==> config.mk <==
export PLATFORM = sky130hd
export DESIGN_NAME = uart_rx_fifo
export DESIGN_NICKNAME = d
export VERILOG_FILES = /design/src/rtl/uart_rx_fifo.sv
export SDC_FILE = /design/constraint.sdc
export NUM_CORES = 1
export LEC_CHECK = 0
export BUFFER_PORTS_ARGS = -buffer_cell sky130_fd_sc_hd__buf_2
export CORE_AREA = 2 2 127 129
export DETAILED_ROUTE_END_ITERATION = 12
export DIE_AREA = 0 0 129 131
export GPL_TIMING_DRIVEN = 0
export PLACE_DENSITY_LB_ADDON = 0.3
export SLEW_MARGIN = 20
export SYNTH_ARGS = -nofsm -noshare
export SYNTH_HDL_FRONTEND = slang
export SYNTH_SLANG_ARGS = --single-unit
==> constraint.sdc <==
create_clock -name clk -period 4.4 [get_ports clk]
set_clock_uncertainty 0.05 [all_clocks]
set_input_delay 0.88 -clock clk [delete_from_list [all_inputs] [get_ports clk]]
set_output_delay 0.88 -clock clk [all_outputs]
set_load 0.05 [all_outputs]
==> src/rtl/uart_rx_fifo.sv <==
// UART receive FIFO: stores {bi,fe,pe,din} per push and presents the head show-ahead; written data is visible the cycle after push.
// No backpressure: a push into a full FIFO is dropped (overwrites in holding-register mode) and raises sticky overrun.
module uart_rx_fifo #(
   parameter int DEPTH = 16,
   parameter int DW    = 8
) (
   input  logic                     clk,
   input  logic                     rst,
   input  logic                     push,
   input  logic [DW-1:0]            din,
   input  logic                     pe_in,
   input  logic                     fe_in,
   input  logic                     bi_in,
   input  logic                     pop,
   input  logic                     fifo_en,
   input  logic                     fifo_clr,
   input  logic                     ovr_clr,
   input  logic [1:0]               trig_lvl,
   output logic [DW-1:0]            dout,
   output logic                     dout_pe,
   output logic                     dout_fe,
   output logic                     dout_bi,
   output logic [$clog2(DEPTH):0]   count,
   output logic                     empty,
   output logic                     full,
   output logic                     data_ready,
   output logic                     overrun,
   output logic                     trig_hit,
   output logic                     err_in_fifo
);

   localparam int AW = $clog2(DEPTH);
   localparam int CW = AW + 1;
   localparam int EW = DW + 3;

   logic [EW-1:0] mem [DEPTH];
   logic [AW-1:0] rd_ptr, wr_ptr;
   logic [CW-1:0] cnt, errcnt;
   logic          ovr_q;
   logic          fifo_en_q;

   logic [EW-1:0] entry, head;
   logic          is_empty, is_full, flush, do_pop, do_push, ovwr, ovr_set;
   logic          in_err, head_err;
   logic [CW-1:0] cnt_nxt, errcnt_nxt;
   int            trig_n;

   always_comb begin
      entry    = {bi_in, fe_in, pe_in, din};
      head     = mem[rd_ptr];
      in_err   = pe_in | fe_in | bi_in;
      head_err = |head[EW-1:DW];
      is_empty = (cnt == '0);
      is_full  = fifo_en ? (cnt == CW'(DEPTH)) : !is_empty;
      // A mode change invalidates the stored layout, so it flushes like fifo_clr.
      flush    = fifo_clr | (fifo_en != fifo_en_q);
      do_pop   = pop & !is_empty;
      do_push  = push & (!is_full | do_pop);
      ovr_set  = push & is_full & !pop & !flush;
      ovwr     = ovr_set & !fifo_en;
      cnt_nxt  = cnt + CW'(do_push) - CW'(do_pop);
      if (ovwr)
         errcnt_nxt = CW'(in_err);
      else
         errcnt_nxt = errcnt + CW'(do_push & in_err) - CW'(do_pop & head_err);
   end

   always_ff @(posedge clk) begin
      if (!flush && (do_push || ovwr))
         mem[ovwr ? rd_ptr : wr_ptr] <= entry;
   end

   always_ff @(posedge clk or negedge rst) begin
      if (!rst) begin
         rd_ptr    <= '0;
         wr_ptr    <= '0;
         cnt       <= '0;
         errcnt    <= '0;
         ovr_q     <= 1'b0;
         fifo_en_q <= 1'b0;
      end else begin
         fifo_en_q <= fifo_en;
         if (flush) begin
            rd_ptr <= '0;
            wr_ptr <= '0;
            cnt    <= '0;
            errcnt <= '0;
         end else begin
            if (do_push) wr_ptr <= wr_ptr + 1'b1;
            if (do_pop)  rd_ptr <= rd_ptr + 1'b1;
            cnt    <= cnt_nxt;
            errcnt <= errcnt_nxt;
         end
         // Set wins over a coincident clear; flush leaves overrun alone.
         if (ovr_set)
            ovr_q <= 1'b1;
         else if (ovr_clr)
            ovr_q <= 1'b0;
      end
   end

   always_comb begin
      case (trig_lvl)
         2'b00:   trig_n = 1;
         2'b01:   trig_n = 4;
         2'b10:   trig_n = 8;
         default: trig_n = 14;
      endcase
   end

   assign dout        = is_empty ? '0   : head[DW-1:0];
   assign dout_pe     = is_empty ? 1'b0 : head[DW];
   assign dout_fe     = is_empty ? 1'b0 : head[DW+1];
   assign dout_bi     = is_empty ? 1'b0 : head[DW+2];
   assign count       = cnt;
   assign empty       = is_empty;
   assign full        = is_full;
   assign data_ready  = !is_empty;
   assign overrun     = ovr_q;
   assign trig_hit    = fifo_en ? (int'(cnt) >= trig_n) : !is_empty;
   assign err_in_fifo = (errcnt != '0);

endmodule

# Word-level counts from Yosys, hierarchy flattened
# Memories as Yosys holds them, arrays and structs flattened.
# Index checks and enable logic that the tools add are counted.
[op_classes]
n_addsub = 6
magnitude_cmp = 1
eq_ne = 4
mux = 19
bitwise_logic = 12
reduce_logical = 14
[op_table]
columns = ["operator", "n"]
rows = [
  ["$ge 6x32->1", 1],
  ["$mux 4", 5],
  ["$mux 5", 3],
  ["$pmux 4 s3", 1],
  ["$add 5x1->5", 2],
  ["$sub 5x1->5", 2],
  ["$mux 1", 9],
  ["$add 4x1->4 const B", 2],
  ["$and 1x1->1", 8],
  ["$mux 8", 1],
  ["$reduce_bool 2->1", 3],
  ["$eq 5x5->1 const B", 1],
  ["$logic_not 1->1", 5],
  ["$logic_not 5->1", 1],
  ["$reduce_bool 5->1", 1],
  ["$or 1x1->1", 4],
  ["$reduce_or 3->1", 1],
  ["$eq 2x1->1 const B", 1],
  ["$eq 2x2->1 const B", 1],
  ["$logic_not 2->1", 1],
  ["$logic_and 1x1->1", 1],
  ["$logic_or 1x1->1", 1],
  ["$ne 1x1->1", 1],
]
[word_totals]
register_bits = 20
ramBits = 176
inputBits = 20
output_inout_bits = 22
memories = 1
[mem_list]
columns = ["name", "depth", "word_bits", "rd", "rd_clocked_by_memory_dff", "wr", "line_no", "source"]
rows = [
  ["mem", 16, 11, 1, 0, 1, "36", "logic [EW-1:0] mem [DEPTH];"],
]

# Depth between registers and ports, before layout
[logic_depth]
ltp_word = 11
depth_mapped = 19
ltp_nobuf = 18

# Worst setup path after synthesis
# No wires, ideal clock.
[synth_timing]
path_type = "register to output"
from = "register cnt[2], in the netlist count[2]"
to = "output port dout[2]"
arrival_time_ns = 3.204
required_time_ns = 3.470
slack_ns = 0.266
path_stages_with_launch = 9
path_buffers = 2
cell_sequence = "dfrtp_1 > inv_1 > ha_1 > or3b_1 > or2_1 > buf_6 > clkinv_8 > clkbuf_1 > a211oi_1"
[synth_between]
elab_chain_len = 2
[synth_rtl]
columns = ["element", "line_no", "source"]
rows = [
  ["start: declaration", "38", "logic [CW-1:0] cnt, errcnt;"],
  ["start signal: assignment", "91", "cnt <= cnt_nxt;"],
  ["$logic_not 5->1", "53", "is_empty = (cnt == '0);"],
  ["net empty", "24", "output logic empty,"],
  ["$mux 8", "111", "assign dout = is_empty ? '0 : head[DW-1:0];"],
  ["end: declaration", "19", "output logic [DW-1:0] dout,"],
]
# The timed path passes the listed nets, and every way through them passes these cells.

# Worst setup path after layout
[layout_timing]
from = "register rd_ptr[2]"
to = "output port dout[0]"
[layout_between]
elab_chain_len = 2
[layout_rtl]
columns = ["element", "line_no", "source"]
rows = [
  ["start: declaration", "37", "logic [AW-1:0] rd_ptr, wr_ptr;"],
  ["start signal: assignment", "90", "if (do_pop) rd_ptr <= rd_ptr + 1'b1;"],
  ["$mem_v2 16x11", "-", ""],
  ["$mux 8", "111", ""],
]
# No other way between the ends.

==> flow_metrics.tcl <==
set metrics [dict create \
    period_minus_slack_ns 4.03 \
    die_h_um 131 \
    tns_ns 0 \
    r2r_setup_slack_ns 0.54 \
    syn_avg_cell_area_um2 16.7 \
    dp_hpwl_um 11500 \
    cp-end-kind "primary output" \
    synthArstFlopShare_pct 10.2 \
    cts-resized-gates 0 \
    drt_iter0_markers 333 \
    grt_max_degree 21 \
    grt_busiest_layer "met2" \
    yosysTopAreaCell "edfxtp_1" \
    post_cts_buffers 0 \
    clock.fmax_mhz 248 \
    grtUsageMet1_pct 28.7 \
    worstPathCellList "clkbuf_1 > nand2_1 > clkbuf_1 > o221ai_1 > nand2_1 > a211oi_1 > buf_2" \
    final_common_cell "edfxtp_1" \
    drive_gt1_share_pct 22.3 \
    hp-class "primary input to async pin" \
    synth-seq-cells 196 \
    n_antenna_cell 0 \
    slew_violations 0 \
    reg2reg_to "errcnt[4]$_DFF_PN0_" \
    crit_arrival_ns 3.10 \
    initial_core_util_pct 53.5 \
    hold_viol_final 0 \
    routed_via_density 5.84 \
    worstMarginPinSlew_ns 1.11 \
    rows 46 \
    grt_pass1_wl_um 26200 \
    crit_path_start_kind "flip-flop" \
    num_vias 4607 \
    instances_no_fill 789 \
    cts_max_path_buffers 2 \
    final_cell_mix "edfxtp_1, buf_2, mux2i_1" \
    synth_cell_types 45 \
    area_growth_pct 12.7 \
    synth-edff-count 176 \
    max_stage_delay_ns 0.44 \
    synthesis.nets 539 \
    wl_per_cell_um 21.4 \
    grt_usage_pct 21.3 \
    critPathKind "flip-flop to primary output" \
    grt_util_met3_pct 4.07 \
    io_buffer_count 41 \
    rsz0062_at_grt "false" \
    min_period_over_period_pct 91.7 \
    ys_warn_count 0 \
    tritoncts "yes" \
    cts-root-buf "clkbuf_16" \
    reg2reg_depth 16 \
    dieArea_mm2 0.0169 \
    peakVddDrop_uv 353 \
    critPathMaxFanout 10 \
    cts.sinks 196 \
    synth_seq_area_share_pct 69.3 \
    wirelength_um 16900 \
    use_met2_pct 35.1 \
    synth_top_cells_by_area "edfxtp_1, dfrtp_1, mux4_2" \
    htree_levels 4 \
    slowest_stage "a211oi_1" \
    final_net_count 599 \
    ant_nets 0 \
    overflow 0 \
    grt_pass1_vias 4721 \
    antenna_found_initial 0 \
    clk_pin_slew_worst_paths_ns 0.07 \
    cts_hold_buf 0 \
    synthFlopType "edfxtp_1" \
    coreArea_mm2 0.0156 \
    synth_area_mm2 0.00835 \
    critical_path_required_ns 3.47 \
    synth_top_area_share_pct 63.3 \
    p_per_area_mw_per_mm2 521 \
    numCtsBuffers 17 \
    max_cap_viol_count 0 \
    reg2reg_from "rd_ptr[1]$_DFFE_PN0P_" \
    die_w_um 129 \
    insertion_delay_ns 0.43 \
    status "complete, no violations" \
    ios 42 \
    place.gp.congestion 0.855 \
    synth_cells 500 \
    dp_cells 757 \
    first_pass_iters 5 \
    slew_headroom_pct 25.7 \
    setup_viol 0 \
    drcViolationCount 0 \
    p_leak_nw 3.11 \
]
[cells by family (layout without fill, tap and decap cells)]
group / count (synthesis) / in the layout / share of synthesized area [%]
AND/OR/NAND/NOR: 91 / 91 / 5.35
AO/OA/AOI/OAI: 69 / 69 / 6.45
multiplexers: 70 / 70 / 11.8
adder cells (fa/ha/maj): 19 / 19 / 3.03
flip-flops: 196 / 196 / 69.3
buffers and inverters: 41 / 114 / 2.53
XOR/XNOR: 14 / 14 / 1.47
[state kept, by name (all words and copies together), names as in the netlist]
register and cells:
wr_ptr 4, errcnt 5, fifo_en_q 1, count 5, overrun 1, rd_ptr 4
mem 176
[per-stage QoR]
| stage | setup slack (ns) | utilization, % | cell area [µm²] | power, mW | hold slack, ns |
|---|---|---|---|---|---|
| global placement | 0.673 | 56.6 | 8820 | 3.44 | 0.461 |
| global route | 0.196 | 60.3 | 9400 | 5.10 | 0.371 |
| floorplan | 0.266 | - | 8350 | 3.15 | 0.507 |
| detailed placement | 0.551 | 56.6 | 8830 | 3.48 | 0.482 |
| finish | 0.366 | 60.3 | 9400 | 4.90 | 0.345 |
| CTS | 0.458 | 60.2 | 9390 | 4.92 | 0.347 |
[synthesized netlist by cell type, drive strengths merged, types with 10 or more instances]
cell type	number
a21oi	12
buf	12
clkbuf	10
dfrtp	20
edfxtp	176
ha	17
inv	18
mux2i	47
mux4	22
nand2	19
nor2	39
o221ai	16
[layout make-up]
type	count	area, µm²
Buffer	22	128
Sequential cell	196	5790
Clock buffer	17	425
Clock inverter	15	133
Inverter	19	83.8
Multi-Input combinational cell	263	2370
Tap cell	216	270
Timing Repair Buffer	41	205
Fill cell	1151	6190
[worst max-delay path by stage]
stage / start / slack [ns] / end / cells after the start
detailed placement: rd_ptr[1]$_DFFE_PN0P_ / 0.55 / errcnt[4]$_DFF_PN0_ / 16
global placement: rd_ptr[1]$_DFFE_PN0P_ / 0.67 / errcnt[4]$_DFF_PN0_ / 16
floorplan: count[2]$_DFF_PN0_ / 0.27 / dout[2] / 8
global route: rd_ptr[1]$_DFFE_PN0P_ / 0.20 / errcnt[4]$_DFF_PN0_ / 16
CTS: rd_ptr[1]$_DFFE_PN0P_ / 0.46 / dout[0] / 8
finish: rd_ptr[2]$_DFFE_PN0P_ / 0.37 / dout[0] / 7
[worst max-delay path: cells and delay by family, from the launching register on]
family / cells / cell delay [ns]
buffers and inverters: 3 / 1.04
and+or+nand+nor: 2 / 0.44
DFF: 1 / 0.33
AOI/OAI and AO/OA: 2 / 0.87
[where the power goes]
group | leakage [nW] | switching, mW | internal (mW) | total (mW)
registers | 1.86 | 0.0336 | 2.07 | 2.11
clock network | 0.267 | 0.685 | 0.785 | 1.47
logic | 0.988 | 0.893 | 0.427 | 1.32
[layer usage]
layer  up-vias  share of wire [%]
li1       2080                  -
met1      2317                 43
met4         0                2.1
met2       180                 49
met3        30                5.8
met5         -                  0
Note: power is estimated with default switching activity, not from simulation.
